[src/rtl/cr_cp0_pkg.sv]
// Shared CP0 definitions: cache-invalidate FSM state encoding and default I-cache set count.
package cr_cp0_pkg;

  localparam int CP0_LINE_NUM_DEF = 64;

  typedef enum logic [1:0] {
    ST_IDLE = 2'd0,
    ST_WALK = 2'd1,
    ST_PA   = 2'd2,
    ST_DONE = 2'd3
  } cp0_inv_state_e;

endpackage

[src/rtl/cr_cp0_cache_inv.sv]
// CP0 I-cache invalidate sequencer: fence.i / invalidate-all walk the sets, icpa issues one address.
// Build option CR_CP0_ICACHE_EN: when undefined there is no I-cache, so requests complete immediately.
module cr_cp0_cache_inv
  import cr_cp0_pkg::*;
#(
  parameter int LINE_NUM = CP0_LINE_NUM_DEF
) (
  input  logic                        forever_cpuclk,
  input  logic                        cpurst_b,
  input  logic                        iu_cp0_fencei_req,
  input  logic                        iu_cp0_icall_req,
  input  logic                        iu_cp0_icpa_req,
  input  logic [31:0]                 iu_cp0_icpa_addr,
  output logic                        cp0_iu_cache_inv_done,
  output logic                        cp0_ifu_inv_req,
  output logic                        cp0_ifu_inv_all,
  output logic [$clog2(LINE_NUM)-1:0] cp0_ifu_inv_index,
  output logic [31:0]                 cp0_ifu_inv_addr,
  input  logic                        ifu_cp0_inv_ack,
  output cp0_inv_state_e              cp0_inv_dbg_state
);

  localparam int IDX_W = $clog2(LINE_NUM);
  localparam logic [IDX_W-1:0] IDX_LAST = IDX_W'(LINE_NUM - 1);

  // Handshake: cp0_ifu_inv_req is valid, ifu_cp0_inv_ack is ready; a transaction
  // transfers on a rising edge where both are high, and req/payload hold until then.

  cp0_inv_state_e   state_q, state_d;
  logic [IDX_W-1:0] cnt_q, cnt_d;
  logic [31:0]      addr_q, addr_d;
  logic             done_q, inv_req_q, inv_all_q;
  logic             inv_req_d, inv_all_d;
  logic             any_req;

  assign any_req = iu_cp0_fencei_req | iu_cp0_icall_req | iu_cp0_icpa_req;

  always_comb begin
    state_d = state_q;
    cnt_d   = cnt_q;
    addr_d  = addr_q;
    unique case (state_q)
      ST_IDLE: begin
`ifdef CR_CP0_ICACHE_EN
        if (iu_cp0_fencei_req || iu_cp0_icall_req) begin
          state_d = ST_WALK;
          cnt_d   = '0;
          addr_d  = iu_cp0_icpa_addr;
        end else if (iu_cp0_icpa_req) begin
          state_d = ST_PA;
          cnt_d   = '0;
          addr_d  = iu_cp0_icpa_addr;
        end
`else
        if (any_req) begin
          state_d = ST_DONE;
          cnt_d   = '0;
          addr_d  = iu_cp0_icpa_addr;
        end
`endif
      end
      ST_WALK: begin
        // The last set finishes the walk; the counter never wraps back to 0.
        if (ifu_cp0_inv_ack) begin
          if (cnt_q == IDX_LAST) state_d = ST_DONE;
          else                   cnt_d   = cnt_q + IDX_W'(1);
        end
      end
      ST_PA: begin
        if (ifu_cp0_inv_ack) state_d = ST_DONE;
      end
      ST_DONE: begin
        if (!any_req) state_d = ST_IDLE;
      end
      default: state_d = ST_IDLE;
    endcase
  end

  always_comb begin
`ifdef CR_CP0_ICACHE_EN
    inv_req_d = (state_d == ST_WALK) || (state_d == ST_PA);
    inv_all_d = (state_d == ST_WALK);
`else
    inv_req_d = 1'b0;
    inv_all_d = 1'b0;
`endif
  end

  // Outputs are flops loaded from next state, so nothing combinational reaches them.
  always_ff @(posedge forever_cpuclk or negedge cpurst_b) begin
    if (!cpurst_b) begin
      state_q   <= ST_IDLE;
      cnt_q     <= '0;
      addr_q    <= '0;
      done_q    <= 1'b0;
      inv_req_q <= 1'b0;
      inv_all_q <= 1'b0;
    end else begin
      state_q   <= state_d;
      cnt_q     <= cnt_d;
      addr_q    <= addr_d;
      done_q    <= (state_d == ST_DONE);
      inv_req_q <= inv_req_d;
      inv_all_q <= inv_all_d;
    end
  end

  assign cp0_iu_cache_inv_done = done_q;
  assign cp0_ifu_inv_req       = inv_req_q;
  assign cp0_ifu_inv_all       = inv_all_q;
  assign cp0_ifu_inv_index     = cnt_q;
  assign cp0_ifu_inv_addr      = addr_q;
  assign cp0_inv_dbg_state     = state_q;

endmodule

[config.mk]
export PLATFORM = sky130hd
export DESIGN_NAME = cr_cp0_cache_inv
export DESIGN_NICKNAME = d
export VERILOG_FILES = /design/src/rtl/cr_cp0_pkg.sv /design/src/rtl/cr_cp0_cache_inv.sv
export SDC_FILE = /design/constraint.sdc
export NUM_CORES = 1
export LEC_CHECK = 0
export ABC_AREA = 1
export CAP_MARGIN = 20
export CORE_MARGIN = 3
export CORE_UTILIZATION = 45
export CTS_BUF_LIST = sky130_fd_sc_hd__clkbuf_4 sky130_fd_sc_hd__clkbuf_8
export DETAILED_ROUTE_END_ITERATION = 10
export DONT_BUFFER_PORTS = 1
export PLACE_DENSITY = 0.62
export SLEW_MARGIN = 40
export SYNTH_ARGS = -nofsm -noshare
export SYNTH_HDL_FRONTEND = slang
export SYNTH_SLANG_ARGS = --single-unit
export TNS_END_PERCENT = 100
[constraint.sdc]
create_clock -name forever_cpuclk -period 3.02 [get_ports forever_cpuclk]
set_input_delay 0.604 -clock forever_cpuclk [delete_from_list [all_inputs] [get_ports forever_cpuclk]]
set_output_delay 0.604 -clock forever_cpuclk [all_outputs]
set_load 0.03 [all_outputs]
==> results of run 1 <==
## layer usage
metal / vias up / global-route usage, % / share of wire [%]
met4: 0 / 6.70 / 1.5
met2: 57 / 29.8 / 51
met1: 642 / 19.3 / 38
met3: 6 / 6.97 / 10
met5: - / 0 / 0
li1: 659 / - / -
## how the worst min path moves through the flow
| stage | startpoint | endpoint | slack [ps] | cells after the start |
|---|---|---|---|---|
| CTS | cpurst_b | cp0_ifu_inv_addr[3] | 150 | 1 |
| detailed placement | cpurst_b | cp0_ifu_inv_index[3] | 310 | 0 |
| finish | cpurst_b | cp0_ifu_inv_index[5] | 150 | 1 |
| floorplan | cpurst_b | cp0_ifu_inv_addr[0] | 310 | 0 |
| global route | cpurst_b | cp0_ifu_inv_addr[20] | 150 | 1 |
| global placement | cpurst_b | cp0_ifu_inv_index[3] | 310 | 0 |
## kinds of logic (layout without fill, tap and decap cells)
kind of cell / after synthesis / after routing / share of synthesized area, %
AND/OR/NAND/NOR: 133 / 133 / 31.5
adder cells (fa/ha/maj): 1 / 1 / 0.709
buffers and inverters: 22 / 22 / 5.53
AO/OA/AOI/OAI: 9 / 9 / 2.91
XOR/XNOR: 2 / 2 / 0.993
flip-flops: 41 / 41 / 58.2
other: 1 / 2 / 0.213
## critical path, stage by stage (launching register included)
cell                      delay [ps]
sky130_fd_sc_hd__dfrtp_1         580
sky130_fd_sc_hd__ha_1            270
sky130_fd_sc_hd__nand3_1         120
sky130_fd_sc_hd__inv_1           110
sky130_fd_sc_hd__nand2_1          50
sky130_fd_sc_hd__nand2_1         280
sky130_fd_sc_hd__inv_1            70
sky130_fd_sc_hd__nand2_1          70
sky130_fd_sc_hd__nand2_1          50
## area by class of cell
type | instances | area share (%)
Clock inverter | 1 | 0.395
Tap cell | 48 | 3.16
Multi-Input combinational cell | 147 | 33.9
Inverter | 10 | 1.97
Sequential cell | 41 | 53.9
Clock buffer | 7 | 4.41
Timing Repair Buffer | 4 | 2.24
## registers in the layout, summed over array words and instances (netlist names)
signal                 count
cp0_iu_cache_inv_done      1
cp0_ifu_inv_addr          32
cp0_ifu_inv_index          6
cp0_inv_dbg_state          2
## power by group
group	leakage (nW)	total, mW	switching [mW]	internal, mW
Combinational	0.451	0.338	0.216	0.122
Clock	0.0453	0.363	0.181	0.181
Sequential	0.518	1.38	0.618	0.761
Total	1.01	2.08	1.02	1.06
## Yosys cell counts, drive strengths merged
cell / n / area share, %
a21oi: 1 / 0.28
o21ai: 5 / 1.4
o22ai: 1 / 0.35
nand2: 90 / 19
inv: 10 / 2.1
dfrtp: 41 / 58
xor2: 2 / 0.99
a21boi: 1 / 0.43
clkbuf: 5 / 1.1
nor2: 5 / 1.2
nand3: 37 / 10
ha: 1 / 0.71
nand4: 1 / 0.35
o21bai: 1 / 0.43
buf: 7 / 2.3
conb: 1 / 0.21
==> report_table.html, run 1 <==
<table>
<tr><th>Metric</th><th>Value</th></tr>
<tr><th colspan="2">Critical path</th></tr>
<tr><td>Sort of element at the end of the critical path</td><td>flip-flop</td></tr>
<tr><td>Max FO, Critical Path</td><td>12</td></tr>
<tr><td>Reg2reg end</td><td>cp0_ifu_inv_index[4]</td></tr>
<tr><td>R2R setup slack</td><td>1290 ps</td></tr>
<tr><td>Worst path required time</td><td>3200 ps</td></tr>
<tr><td>Sort of element at the start of the critical path</td><td>flip-flop</td></tr>
<tr><td>CP Capture Point</td><td>cp0_ifu_inv_index[4]</td></tr>
<tr><td>Start point of the critical path</td><td>cp0_ifu_inv_index[1]</td></tr>
<tr><td>Crit Path Category</td><td>flip-flop to flip-flop</td></tr>
<tr><td>Data arrival time of the critical path</td><td>1910 ps</td></tr>
<tr><td>Reg-to-reg critical path startpoint</td><td>cp0_ifu_inv_index[1]</td></tr>
<tr><td>Reg2reg path depth</td><td>8</td></tr>
<tr><th colspan="2">Synthesis</th></tr>
<tr><td>Mean post-synth cell area</td><td>8.44 um2</td></tr>
<tr><td>Warning count from the yosys run</td><td>0</td></tr>
<tr><td>Share of synthesized area occupied by flip-flops and latches</td><td>58.2%</td></tr>
<tr><td>Cells after Synth</td><td>209</td></tr>
<tr><td>Synthesized cell area</td><td>1760 um2</td></tr>
<tr><td>Synthesis-stage register bit count</td><td>41</td></tr>
<tr><td>Unique cell type count in the Yosys netlist</td><td>22</td></tr>
<tr><th colspan="2">Routing</th></tr>
<tr><td>Total vias in the final route</td><td>1364</td></tr>
<tr><td>Routed wirelength normalized by instance count</td><td>15.2 um</td></tr>
<tr><td>Number of DRC violations after detailed-routing iteration 0</td><td>106</td></tr>
<tr><td>Post-route antenna net violation count</td><td>0</td></tr>
<tr><td>Total routed wirelength</td><td>3920 um</td></tr>
<tr><td>Vias per std cell</td><td>5.29</td></tr>
<tr><td>First-pass iteration count of the detailed router</td><td>4</td></tr>
<tr><td>Drc violations</td><td>0</td></tr>
<tr><th colspan="2">Cells and area</th></tr>
<tr><td>Highest-count cells in the layout ignoring fill and taps</td><td>sky130_fd_sc_hd__nand2_1 (88), sky130_fd_sc_hd__dfrtp_1 (41), sky130_fd_sc_hd__nand3_1 (37)</td></tr>
<tr><td>Design area</td><td>1900 um2</td></tr>
<tr><td>Post-layout instance count excluding filler cells</td><td>258</td></tr>
<tr><td>Final Core Density</td><td>51.2%</td></tr>
<tr><td>Area added between synthesis and finish</td><td>7.80%</td></tr>
<tr><td>Filler cells</td><td>374</td></tr>
<tr><td>Post-layout nets</td><td>248</td></tr>
<tr><td>Most common library cell in the layout ignoring fill and taps</td><td>sky130_fd_sc_hd__nand2_1</td></tr>
<tr><td>Sequential standard cell area</td><td>1030 um2</td></tr>
<tr><td>Multi-input logic area</td><td>644 um2</td></tr>
<tr><td>Share of post-route cells with drive strength above 1</td><td>7.62%</td></tr>
<tr><td>Diode insertion count for antenna repair</td><td>0</td></tr>
<tr><th colspan="2">STA</th></tr>
<tr><td>WHS</td><td>147 ps</td></tr>
<tr><td>Final sum of negative setup slack</td><td>0 ps</td></tr>
<tr><td>RSZ-0062 raised after global routing</td><td>no</td></tr>
<tr><td>Crit path setup slack, layout</td><td>1290 ps</td></tr>
<tr><td>Worst clock skew</td><td>2.23 ps</td></tr>
<tr><td>Share of the cycle needed by the critical path after routing</td><td>57.4%</td></tr>
<tr><td>Final hold viol count</td><td>0</td></tr>
<tr><td>Setup violations, final</td><td>0</td></tr>
<tr><td>Clock period minus final worst setup slack</td><td>1730 ps</td></tr>
<tr><td>Slew Viols, Final</td><td>0</td></tr>
<tr><td>Highest clock frequency the design can meet</td><td>577 MHz</td></tr>
<tr><th colspan="2">Global routing</th></tr>
<tr><td>GRT Total Usage</td><td>17.4%</td></tr>
<tr><td>Antenna violations before repair</td><td>0</td></tr>
<tr><td>First-pass GRT wire length</td><td>5860 um</td></tr>
<tr><td>Via count of the first global-routing pass</td><td>1271</td></tr>
<tr><td>Pin count of the biggest net entering global routing</td><td>42</td></tr>
<tr><td>Total congestion overflow</td><td>0</td></tr>
<tr><th colspan="2">Clocking</th></tr>
<tr><td>Number of clock buffers inserted by TritonCTS</td><td>5</td></tr>
<tr><td>Number of buffers added for setup after CTS</td><td>0</td></tr>
<tr><td>Post-CTS Resized</td><td>0</td></tr>
<tr><td>Worst-Skew Late Latency</td><td>290 ps</td></tr>
<tr><td>CTS H-tree lvls</td><td>2</td></tr>
<tr><td># hold bufs at CTS</td><td>1</td></tr>
<tr><td>Clk pin slew, worst setup/hold paths</td><td>70 ps</td></tr>
<tr><td>CTS tree</td><td>yes</td></tr>
<tr><td>Buffer type at the clock tree root</td><td>sky130_fd_sc_hd__clkbuf_8</td></tr>
<tr><td>Clock sink total</td><td>41</td></tr>
<tr><td>Clock Tree Buf Depth</td><td>2</td></tr>
<tr><th colspan="2">Status</th></tr>
<tr><td>Result of the run</td><td>completed</td></tr>
<tr><th colspan="2">Min path</th></tr>
<tr><td>Worst min-delay path category</td><td>primary input to async pin</td></tr>
<tr><th colspan="2">Floorplan</th></tr>
<tr><td>Area of the core</td><td>3720 um2</td></tr>
<tr><td>Initial Utilization</td><td>47.5%</td></tr>
<tr><td>Die height</td><td>68.6 um</td></tr>
<tr><td>Die Span X</td><td>68.6 um</td></tr>
<tr><td>Rows</td><td>22</td></tr>
<tr><td>Die ar.</td><td>4710 um2</td></tr>
<tr><td>Top Ports</td><td>81</td></tr>
<tr><th colspan="2">Pwr</th></tr>
<tr><td>Maximum vdd drop</td><td>0.535 mV</td></tr>
<tr><td>Pwr Density</td><td>1090 nW/um2</td></tr>
<tr><td>Leakage power of the design</td><td>1.01 nW</td></tr>
<tr><td>Power Total</td><td>2.08 mW</td></tr>
<tr><th colspan="2">Placed design</th></tr>
<tr><td>Minimum setup slack after placement</td><td>1300 ps</td></tr>
<tr><td>Gp weighted congestion</td><td>0.705</td></tr>
<tr><td>Number of cells in the design after placement</td><td>249</td></tr>
<tr><td>PortBufs</td><td>0</td></tr>
<tr><td>DPL Wire Length</td><td>2850 um</td></tr>
<tr><td>Placed Area</td><td>1790 um2</td></tr>
<tr><th colspan="2">Job</th></tr>
<tr><td>Number of maximum-capacitance constraint violations</td><td>0</td></tr>
</table>
Power figures use the tool's default switching activity.
==> run 2: changes to the inputs <==
==> constraint.sdc (replaced) <==
create_clock -name forever_cpuclk -period 1.75 [get_ports forever_cpuclk]
set_input_delay 0.35 -clock forever_cpuclk [delete_from_list [all_inputs] [get_ports forever_cpuclk]]
set_output_delay 0.35 -clock forever_cpuclk [all_outputs]
set_load 0.03 [all_outputs]
==> run 2 against run 1 <==
Effect of this change: die area unchanged; first-iteration DRC count up 26%; cell count up 3.5%; sequential share of layout area down 2.7 points; largest cell class unchanged; largest power group unchanged; highest routed layer unchanged.
==> report_table.html, run 2 (same netlist as run 1, synthesis figures left out) <==
<table>
<tr><th>Metric</th><th>Value</th></tr>
<tr><th colspan="2">STA</th></tr>
<tr><td>Share of the cycle needed by the critical path after routing</td><td>84.6% (+27 points)</td></tr>
<tr><td>Clock period minus final worst setup slack</td><td>1480 ps (-253 ps)</td></tr>
<tr><td>Final sum of negative setup slack</td><td>0 ps (unchanged)</td></tr>
<tr><td>RSZ-0062 raised after global routing</td><td>no</td></tr>
<tr><td>Slew Viols, Final</td><td>0 (unchanged)</td></tr>
<tr><td>Highest clock frequency the design can meet</td><td>675 MHz (+17%)</td></tr>
<tr><td>Worst clock skew</td><td>5.49 ps (+3.26 ps)</td></tr>
<tr><td>Setup violations, final</td><td>0 (unchanged)</td></tr>
<tr><td>Final hold viol count</td><td>0 (unchanged)</td></tr>
<tr><th colspan="2">Placed design</th></tr>
<tr><td>DPL Wire Length</td><td>2910 um (+2.3%)</td></tr>
<tr><td>Gp weighted congestion</td><td>0.691 (-2.1%)</td></tr>
<tr><td>PortBufs</td><td>0 (unchanged)</td></tr>
<tr><td>Number of cells in the design after placement</td><td>257 (+3.2%)</td></tr>
<tr><th colspan="2">Pwr</th></tr>
<tr><td>Pwr Density</td><td>1900 nW/um2 (+73%)</td></tr>
<tr><td>Leakage power of the design</td><td>1.08 nW (+6.1%)</td></tr>
<tr><td>Maximum vdd drop</td><td>0.716 mV (+34%)</td></tr>
<tr><td>Power Total</td><td>3.80 mW (+83%)</td></tr>
<tr><th colspan="2">Floorplan</th></tr>
<tr><td>Area of the core</td><td>3720 um2 (unchanged)</td></tr>
<tr><td>Die ar.</td><td>4710 um2 (unchanged)</td></tr>
<tr><td>Rows</td><td>22 (unchanged)</td></tr>
<tr><td>Die Span X</td><td>68.6 um (unchanged)</td></tr>
<tr><td>Die height</td><td>68.6 um (unchanged)</td></tr>
<tr><td>Initial Utilization</td><td>47.5% (unchanged)</td></tr>
<tr><td>Top Ports</td><td>81 (unchanged)</td></tr>
<tr><th colspan="2">Clocking</th></tr>
<tr><td>Clock Tree Buf Depth</td><td>2 (unchanged)</td></tr>
<tr><td>Number of clock buffers inserted by TritonCTS</td><td>5 (unchanged)</td></tr>
<tr><td>CTS tree</td><td>yes</td></tr>
<tr><td>Worst-Skew Late Latency</td><td>290 ps (about the same)</td></tr>
<tr><td>CTS H-tree lvls</td><td>2 (unchanged)</td></tr>
<tr><td>Clk pin slew, worst setup/hold paths</td><td>80 ps (about the same)</td></tr>
<tr><td>Clock sink total</td><td>41 (unchanged)</td></tr>
<tr><td>Buffer type at the clock tree root</td><td>sky130_fd_sc_hd__clkbuf_8</td></tr>
<tr><th colspan="2">Min path</th></tr>
<tr><td>Worst min-delay path endpoint</td><td>cp0_ifu_inv_addr[23]</td></tr>
<tr><td>Number of cells on the worst hold path</td><td>2</td></tr>
<tr><td>Hold Path Origin</td><td>iu_cp0_icpa_addr[23]</td></tr>
<tr><td>Worst min-delay path category</td><td>primary input to flip-flop</td></tr>
<tr><th colspan="2">Critical path</th></tr>
<tr><td>Highest-delay cell along the critical path</td><td>sky130_fd_sc_hd__dfrtp_1</td></tr>
<tr><td>Reg2reg path depth</td><td>8 (unchanged)</td></tr>
<tr><td>R2R setup slack</td><td>270 ps (-1020 ps)</td></tr>
<tr><td>Data arrival time of the critical path</td><td>1660 ps (-250 ps)</td></tr>
<tr><td>Reg2reg end</td><td>cp0_ifu_inv_index[4]</td></tr>
<tr><td>Worst path required time</td><td>1930 ps (-1270 ps)</td></tr>
<tr><td>Crit path max-delay family</td><td>simple AND/OR/NAND/NOR gates</td></tr>
<tr><td>Max FO, Critical Path</td><td>12 (unchanged)</td></tr>
<tr><td>Crit Path Category</td><td>flip-flop to flip-flop</td></tr>
<tr><td>Stage delay of the slowest cell on the critical path</td><td>530 ps (-50 ps)</td></tr>
<tr><td>Sort of element at the start of the critical path</td><td>flip-flop</td></tr>
<tr><td>Number of buffers and inverters on the critical path</td><td>2 (unchanged)</td></tr>
<tr><td>Reg-to-reg critical path startpoint</td><td>cp0_inv_dbg_state[1]</td></tr>
<tr><td>Crit-path cells</td><td>inv_1, nand2_2, nor2_1, nand2_1, nand2_2, inv_1, nand2_1, nand2_1</td></tr>
<tr><td>Sort of element at the end of the critical path</td><td>flip-flop</td></tr>
<tr><td>Most prevalent standard cell on the critical path</td><td>sky130_fd_sc_hd__nand2_1</td></tr>
<tr><th colspan="2">Cells and area</th></tr>
<tr><td>Post-layout nets</td><td>257 (+3.6%)</td></tr>
<tr><td>Share of post-route cells with drive strength above 1</td><td>11.4% (+3.8 points)</td></tr>
<tr><td>Area added between synthesis and finish</td><td>13.5%</td></tr>
<tr><td>Highest-count cells in the layout ignoring fill and taps</td><td>sky130_fd_sc_hd__nand2_1 (87), sky130_fd_sc_hd__dfrtp_1 (41), sky130_fd_sc_hd__nand3_1 (37)</td></tr>
<tr><td>Largest register FFs</td><td>32 (unchanged)</td></tr>
<tr><td>Filler cells</td><td>347 (-7.2%)</td></tr>
<tr><td>Diode insertion count for antenna repair</td><td>0 (unchanged)</td></tr>
<tr><td>Post-layout instance count excluding filler cells</td><td>267 (+3.5%)</td></tr>
<tr><td>Most common library cell in the layout ignoring fill and taps</td><td>sky130_fd_sc_hd__nand2_1</td></tr>
<tr><th colspan="2">Global routing</th></tr>
<tr><td>First-pass GRT wire length</td><td>6400 um (+9.2%)</td></tr>
<tr><td>GRT Total Usage</td><td>18.7% (+1.3 points)</td></tr>
<tr><td>Total congestion overflow</td><td>0 (unchanged)</td></tr>
<tr><td>Antenna violations before repair</td><td>0 (unchanged)</td></tr>
<tr><td>Via count of the first global-routing pass</td><td>1396 (+9.8%)</td></tr>
<tr><td>Pin count of the biggest net entering global routing</td><td>42 (unchanged)</td></tr>
<tr><th colspan="2">Routing</th></tr>
<tr><td>Number of DRC violations after detailed-routing iteration 0</td><td>134 (+26%)</td></tr>
<tr><td>Total routed wirelength</td><td>4190 um (+7.0%)</td></tr>
<tr><td>Drc violations</td><td>0 (unchanged)</td></tr>
<tr><td>Total vias in the final route</td><td>1429 (+4.8%)</td></tr>
<tr><td>Vias per std cell</td><td>5.35 (+1.2%)</td></tr>
<tr><td>Post-route antenna net violation count</td><td>0 (unchanged)</td></tr>
<tr><td>Routed wirelength normalized by instance count</td><td>15.7 um (+3.4%)</td></tr>
<tr><td>First-pass iteration count of the detailed router</td><td>4 (unchanged)</td></tr>
<tr><th colspan="2">Job</th></tr>
<tr><td>Number of maximum-capacitance constraint violations</td><td>0 (unchanged)</td></tr>
<tr><th colspan="2">Status</th></tr>
<tr><td>Result of the run</td><td>completed</td></tr>
</table>
-- run 2: cell count changes in the layout (fill, tap and decap cells not counted), sizes merged --
cell | before | now
bufinv | 0 | 1
clkinvlp | 1 | 0
dlygate4sd3 | 0 | 1
buf | 4 | 12
-- run 2: how the worst max path moves through the flow --
stage | start | endpoint | slack (ps) | cells after the start
global placement | cp0_inv_dbg_state[1] | cp0_ifu_inv_index[4] | 290 | 9
CTS | cp0_inv_dbg_state[1] | cp0_ifu_inv_index[4] | 180 | 9
detailed placement | cp0_inv_dbg_state[1] | cp0_ifu_inv_index[4] | 210 | 9
global route | cp0_inv_dbg_state[1] | cp0_ifu_inv_index[4] | 110 | 8
finish | cp0_inv_dbg_state[1] | cp0_ifu_inv_index[4] | 270 | 8
floorplan | cp0_ifu_inv_index[0] | cp0_ifu_inv_index[5] | 290 | 8
-- run 2: final cells by class --
class                   instances  area (um2)  share of cell area [%]
repair buffers                 13         113                    5.62
inverters                      10        37.5                    1.87
multi-input cells             147         647                    32.3
clock buffers                   7        90.1                    4.50
well taps                      48        60.1                    3.00
flip-flops and latches         41        1030                    51.2
clock inverters                 1        30.0                    1.50
-- run 2: timing repair --
action | CTS | global route
hold buffers | 2 | 0
buffers inserted | 0 | 0
hold endpoints to repair | 41 | 0
endpoints found under the setup margin | 0 | 2
gates resized for setup | 0 | 1
-- run 2: metal layers --
metal / up-vias / wire length, um / track usage [%]
met5: - / 0 / 0
met4: 0 / 95 / 7.44
met3: 12 / 399 / 7.78
met2: 59 / 2160 / 32.9
met1: 682 / 1540 / 19.7
li1: 676 / - / -
-- run 2: metrics by stage --
step	cell area (um2)	setup slack, ps	utilization (%)	hold WS, ps
5_1_grt	2000	105	53.9	186
3_5_place_dp	1850	211	49.8	55.5
2_1_floorplan	1770	287	-	54.4
3_3_place_gp	1850	292	49.8	55.5
6_report	2000	269	53.9	196
4_1_cts	2000	178	53.8	187
-- run 2: worst register-to-register path, delay by kind of cell, from the launching register on --
kind	cells	cell delay [ps]
buf+inv	2	190
flops	1	530
simple gates	6	650
-- run 2: power breakdown --
group	internal [mW]	switching (mW)
logic	0.244	0.461
clock network	0.480	0.309
registers	1.31	0.992
